**src/rtl/apb_timer_slv_if.sv**
```systemverilog
// APB bus bundle between the peripheral bridge and the timer responder.
interface apb_timer_slv_if #(
  parameter int PADDR_WIDTH = 16,
  parameter int DATA_WIDTH  = 32
);
  logic                   psel;
  logic                   penable;
  logic                   pwrite;
  logic [PADDR_WIDTH-1:0] paddr;
  logic [DATA_WIDTH-1:0]  pwdata;
  logic [DATA_WIDTH-1:0]  prdata;
  logic                   pready;
  logic                   pslverr;

  modport master (
    output psel, penable, pwrite, paddr, pwdata,
    input  prdata, pready, pslverr
  );

  modport slave (
    input  psel, penable, pwrite, paddr, pwdata,
    output prdata, pready, pslverr
  );
endinterface

```
**src/rtl/apb_timer_slv.sv**
```systemverilog
// APB responder: prescaled down-counting timer with auto-reload, W1C status,
// level irq, and a fixed number of access-phase wait states.
module apb_timer_slv #(
  parameter int PADDR_WIDTH = 16,
  parameter int DATA_WIDTH  = 32,
  parameter int WAIT_CYCLES = 1
) (
  input  logic            pclk,
  input  logic            preset,
  apb_timer_slv_if.slave  bus,
  output logic            irq
);
  typedef enum logic [1:0] {ST_IDLE, ST_WAIT, ST_RESP} state_t;

  localparam logic [3:0] WC = 4'(WAIT_CYCLES);

  state_t                 state, nxt;
  logic [3:0]             wcnt;
  logic                   ctrl_en, ctrl_ar, ctrl_ie;
  logic [7:0]             ctrl_p;
  logic [DATA_WIDTH-1:0]  load_q, value_q;
  logic                   expired;
  logic [7:0]             pc;

  logic                   err;
  logic [DATA_WIDTH-1:0]  rdata;
  logic                   commit, wr_ctrl, wr_load, wr_stat;
  logic                   tick, expire;

  // Address decode, error classification and read mux for the current bus address
  always_comb begin
    rdata = '0;
    err   = (|bus.paddr[PADDR_WIDTH-1:4]) | (|bus.paddr[1:0]) |
            (bus.pwrite & (bus.paddr[3:2] == 2'd2));
    case (bus.paddr[3:2])
      2'd0: begin
        rdata[0]    = ctrl_en;
        rdata[1]    = ctrl_ar;
        rdata[2]    = ctrl_ie;
        rdata[11:4] = ctrl_p;
      end
      2'd1:    rdata = load_q;
      2'd2:    rdata = value_q;
      default: rdata[0] = expired;
    endcase
  end

  // A write lands at the end of RESP only if the master is still selecting us
  // and the response registered on RESP entry was not an error.
  assign commit  = (state == ST_RESP) & bus.psel & bus.penable & bus.pwrite & ~bus.pslverr;
  assign wr_ctrl = commit & (bus.paddr[3:2] == 2'd0);
  assign wr_load = commit & (bus.paddr[3:2] == 2'd1);
  assign wr_stat = commit & (bus.paddr[3:2] == 2'd3);

  assign tick    = ctrl_en & (pc == ctrl_p);
  assign expire  = tick & (value_q <= DATA_WIDTH'(1));
  assign irq     = expired & ctrl_ie;

  // APB next-state: setup phase starts a transfer, dropping psel abandons it
  always_comb begin
    nxt = state;
    case (state)
      ST_IDLE: if (bus.psel & ~bus.penable) nxt = (WAIT_CYCLES == 0) ? ST_RESP : ST_WAIT;
      ST_WAIT: if (!bus.psel) nxt = ST_IDLE;
               else if (wcnt == 4'd1) nxt = ST_RESP;
      default: nxt = ST_IDLE;
    endcase
  end

  // APB state, wait counter and registered response captured on RESP entry
  always_ff @(posedge pclk) begin
    if (preset) begin
      state       <= ST_IDLE;
      wcnt        <= '0;
      bus.pready  <= 1'b0;
      bus.pslverr <= 1'b0;
      bus.prdata  <= '0;
    end else begin
      state      <= nxt;
      bus.pready <= (nxt == ST_RESP);
      if (state == ST_IDLE && nxt == ST_WAIT) wcnt <= WC;
      else if (state == ST_WAIT && wcnt != 4'd0) wcnt <= wcnt - 4'd1;
      if (nxt == ST_RESP) begin
        bus.pslverr <= err;
        bus.prdata  <= err ? '0 : rdata;
      end
    end
  end

  // Timer registers; software writes win over the counter except that a
  // hardware expiry set beats a same-cycle W1C.
  always_ff @(posedge pclk) begin
    if (preset) begin
      ctrl_en <= 1'b0;
      ctrl_ar <= 1'b0;
      ctrl_ie <= 1'b0;
      ctrl_p  <= '0;
      load_q  <= '0;
      value_q <= '0;
      expired <= 1'b0;
      pc      <= '0;
    end else begin
      if (wr_ctrl) begin
        ctrl_en <= bus.pwdata[0];
        ctrl_ar <= bus.pwdata[1];
        ctrl_ie <= bus.pwdata[2];
        ctrl_p  <= bus.pwdata[11:4];
      end else if (expire & ~ctrl_ar) begin
        ctrl_en <= 1'b0;
      end

      if (wr_load) begin
        load_q  <= bus.pwdata;
        value_q <= bus.pwdata;
      end else if (tick) begin
        if (value_q > DATA_WIDTH'(1)) value_q <= value_q - DATA_WIDTH'(1);
        else                          value_q <= ctrl_ar ? load_q : '0;
      end

      if (!ctrl_en || wr_load || tick) pc <= '0;
      else                             pc <= pc + 8'd1;

      if (expire)                         expired <= 1'b1;
      else if (wr_stat && bus.pwdata[0]) expired <= 1'b0;
    end
  end
endmodule

```
**src/flat_wrapper.sv**
```systemverilog
// flat-port wrapper written by rule: the top's interface ports become plain ports
module apb_timer_slv_flat 
#(
  parameter int PADDR_WIDTH = 16,
  parameter int DATA_WIDTH  = 32,
  parameter int WAIT_CYCLES = 1
)
  (pclk, preset, irq, bus_psel, bus_penable, bus_pwrite, bus_paddr, bus_pwdata, bus_prdata, bus_pready, bus_pslverr);
  apb_timer_slv_if #(.PADDR_WIDTH(PADDR_WIDTH), .DATA_WIDTH(DATA_WIDTH)) bus_i ();
  input  logic pclk;
  input  logic preset;
  output logic irq;
  input wire logic [$bits(bus_i.psel)-1:0] bus_psel;
  input wire logic [$bits(bus_i.penable)-1:0] bus_penable;
  input wire logic [$bits(bus_i.pwrite)-1:0] bus_pwrite;
  input wire logic [$bits(bus_i.paddr)-1:0] bus_paddr;
  input wire logic [$bits(bus_i.pwdata)-1:0] bus_pwdata;
  output wire logic [$bits(bus_i.prdata)-1:0] bus_prdata;
  output wire logic [$bits(bus_i.pready)-1:0] bus_pready;
  output wire logic [$bits(bus_i.pslverr)-1:0] bus_pslverr;
  assign bus_i.psel = bus_psel;
  assign bus_i.penable = bus_penable;
  assign bus_i.pwrite = bus_pwrite;
  assign bus_i.paddr = bus_paddr;
  assign bus_i.pwdata = bus_pwdata;
  assign bus_prdata = bus_i.prdata;
  assign bus_pready = bus_i.pready;
  assign bus_pslverr = bus_i.pslverr;
  apb_timer_slv #(.PADDR_WIDTH(PADDR_WIDTH), .DATA_WIDTH(DATA_WIDTH), .WAIT_CYCLES(WAIT_CYCLES)) u_core (.pclk(pclk), .preset(preset), .bus(bus_i), .irq(irq));
endmodule
```
**config.mk**
```make
export PLATFORM = sky130hd
export DESIGN_NAME = apb_timer_slv_flat
export DESIGN_NICKNAME = d
export VERILOG_FILES = /design/src/rtl/apb_timer_slv_if.sv /design/src/rtl/apb_timer_slv.sv /design/src/flat_wrapper.sv
export SDC_FILE = /design/constraint.sdc
export NUM_CORES = 1
export LEC_CHECK = 0
export CAP_MARGIN = 20
export CORE_MARGIN = 2
export CORE_UTILIZATION = 35
export CTS_CLUSTER_SIZE = 25
export DETAILED_ROUTE_END_ITERATION = 7
export PLACE_DENSITY_LB_ADDON = 0.08
export SLEW_MARGIN = 20
export SYNTH_ARGS = -nofsm -noshare
export SYNTH_HDL_FRONTEND = slang
export SYNTH_SLANG_ARGS = --single-unit
```
**constraint.sdc**
```tcl
create_clock -name pclk -period 2.9 [get_ports pclk]
set_clock_uncertainty 0.2 [all_clocks]
set_input_delay 0.29 -clock pclk [delete_from_list [all_inputs] [get_ports pclk]]
set_output_delay 0.29 -clock pclk [all_outputs]
set_load 0.05 [all_outputs]
```
==> flow_summary_export.csv <==
group,metric,value,unit
detailed_routing,wl_met2,8840,um
floorplan,die_area,19100,sq um
placed_design,hpwl,14500,um
setup_path,cp_max_fo,11,
flow_run,maxCapViolCount,0,
logic_synthesis,yosys.area_share.xor_xnor,0.0319,
floorplan,coreArea,17800,sq um
detailed_routing,drt-initial-drc-count,595,
logic_synthesis,yosys_warnings,0,
outcome,status,"finished clean",
clock_tree,cts_root_buffer,"clkbuf_16",
clock_tree,clkTransAtPathRegs,0.06,ns
pwr,static-leakage-power,0.00303,uW
logic_synthesis,syn_area_per_cell,7.85,sq um
sta,rsz0062_at_grt,"yes",
sta,min_period,2.84,ns
detailed_routing,first_pass_iters,6,
pwr,ir_drop,418,uV
logic_synthesis,synth_simple_gate_area_frac,0.283,
final_layout,final_common_cell,"nor2_1",
floorplan,ios,88,
grt,grt_overflow_total,0,
logic_synthesis,synthArstFlopShare,0,
hold_path,hp-class,"primary input to register",
detailed_routing,final_antenna_net_count,0,
final_layout,fillers,1768,
clock_tree,cts_buffers,17,
clock_tree,cts_tree,"yes",
logic_synthesis,synthAdderAreaFrac,0.0198,
final_layout,fin_cells,1149,
logic_synthesis,synth_top_family_by_area,"simple AND/OR/NAND/NOR gates",
detailed_routing,vias,6371,
clock_tree,cts_hold_buf,0,
floorplan,die_y,138,um
logic_synthesis,syn_nets,866,
clock_tree,ctsLongestPathBuffers,2,
grt,grt_max_degree,73,
clock_tree,cts.sinks,124,
final_layout,n_antenna_cell,0,
detailed_routing,drc_errors,0,
pwr,power.density,477,nW/um^2
grt,grt_pass1_wl,32700,um
grt,grt_antenna_before_repair,0,
pwr,total_power,3950,uW
setup_path,required,2.97,ns
sta,fin_crit_sh,0.979,
grt,grt_usage,0.211,
sta,max_freq,0.352,GHz
floorplan,rows,49,
logic_synthesis,synthMuxAreaShare,0.0159,
logic_synthesis,yosysUniqueCellTypes,52,
logic_synthesis,synth_cells,803,
logic_synthesis,dominantRegCellSynth,"dfxtp_1",
setup_path,path_class,"register to register",
logic_synthesis,synth_edf_count,0,
logic_synthesis,synth-compound-area-share,0.207,
placed_design,dp_cells,1117,
final_layout,drive_above_1_share,0.122,
floorplan,die_w,138,um
detailed_routing,avgViaCountPerCell,5.54,
setup_path,r2r_slack,0.06,ns
sta,worstMarginPinSlew,0.842,ns
clock_tree,h-tree-depth,4,
detailed_routing,routed_wirelength,20100,um
detailed_routing,m1WireLength,9790,um
grt,grt_pass1_vias,6069,
placed_design,io_buffer_count,87,
sta,slew_headroom,0.438,
floorplan,initial_core_util,0.354,
detailed_routing,wl_met3,1270,um
setup_path,cp_data_arrival_time,2.91,ns
detailed_routing,routedWlPerCell,17.5,um
setup_path,start_kind,"register",
sta,drv_slew,0,
clock_tree,clk_latency,0.42,ns
final_layout,area_growth,31.2,%
sta,setup_violations,0,
clock_tree,cts_setup_buffers,0,
logic_synthesis,synth_seq_cells,124,
setup_path,crit_path_end_kind,"register",
final_layout,final_cell_mix,"nor2_1, dfxtp_1, nand2_1",
logic_synthesis,yosysSeqAreaShare,0.394,
detailed_routing,highest_layer,"met4",
sta,hold_viol_final,0,
logic_synthesis,synth_area,6310,sq um
final_layout,fin_nets,970,
placed_design,gp_congestion,0.870,
metrics by stage:
step | area, sq um | util | setup slack [ns] | hold WS (ns) | setup TNS, ns
final | 8280 | 0.464 | 0.0606 | 0.233 | 0
after global routing | 8280 | 0.464 | -0.0171 | 0.234 | -0.0625
after floorplan | 6310 | - | 0.128 | 0.226 | 0
after global placement | 7690 | 0.431 | -0.0595 | 0.243 | -0.237
after CTS | 8260 | 0.463 | 0.0726 | 0.231 | 0
after detailed placement | 7690 | 0.431 | -0.0878 | 0.244 | -0.426
critical path, stage by stage, from the launching register on:
cell and delay, ns:
dfxtp_1 0.31, or4_1 0.57, or3_1 0.41, nor4_2 0.27, buf_4 0.22, nor2_1 0.07
buf_4 0.19, a221oi_1 0.34, nor4_2 0.10
cell type report:
type	count	area, sq um	share of cell area
clock buffer	19	453	0.0547
clock inverter	13	115	0.0139
inverter	9	33.8	0.00408
multi-input combinational	608	3540	0.428
sequential	124	2480	0.300
tap	229	287	0.0346
timing repair buffer	147	1360	0.165
power breakdown:
group          leakage (uW)  switching, uW  internal (uW)
Clock              0.000272            828           1220
Sequential         0.000999           3.74           1710
Combinational       0.00176           97.5           88.5
layer usage:
layer | up-vias | GRT usage
met2 | 221 | 0.320
met3 | 24 | 0.0478
met4 | 0 | 0.0564
met5 | - | 0
met1 | 3007 | 0.304
li1 | 3119 | -
worst paths after layout:
path	start	endpoint	cells after the start
max reg2reg	u_core.value_q[21]	u_core.value_q[20]	8
min	preset	u_core.bus.pready	2
min reg2reg	u_core.bus.prdata[4]	u_core.bus.prdata[4]	2
max	u_core.value_q[21]	u_core.value_q[20]	8
registers in the layout, indices dropped and copies added (netlist names), 2 cells and up:
name,count
u_core.bus.prdata,32
u_core.ctrl_p,8
u_core.load_q,32
u_core.pc,8
u_core.state,2
u_core.value_q,32
u_core.wcnt,4
cells by family (layout without fill, tap and decap cells):
| logic type | count (synthesis) | after routing |
|---|---|---|
| buf+inv | 71 | 188 |
| mux | 10 | 10 |
| compound gates | 183 | 183 |
| flops | 124 | 124 |
| simple gates | 382 | 382 |
| fa+ha+maj | 10 | 10 |
| xor+xnor | 23 | 23 |
what timing repair did:
action / CTS / global route
endpoints found under the setup margin: 13 / 14
pin swaps: 0 / 1
gates resized for setup: 1 / 4
cloned: 0 / 0
synthesized netlist by cell type, drive strengths merged, types with 17 or more instances:
cell type,n,area share
nor2,137,0.082
dfxtp,124,0.39
nand2,117,0.070
clkbuf,53,0.032
a21oi,48,0.038
nor4,35,0.040
a22oi,23,0.027
a221oi,21,0.029
a22o,21,0.029
nor3,19,0.015
o21ai,18,0.014
a2111oi,17,0.024
No activity file was read; power rests on OpenSTA's default activity.
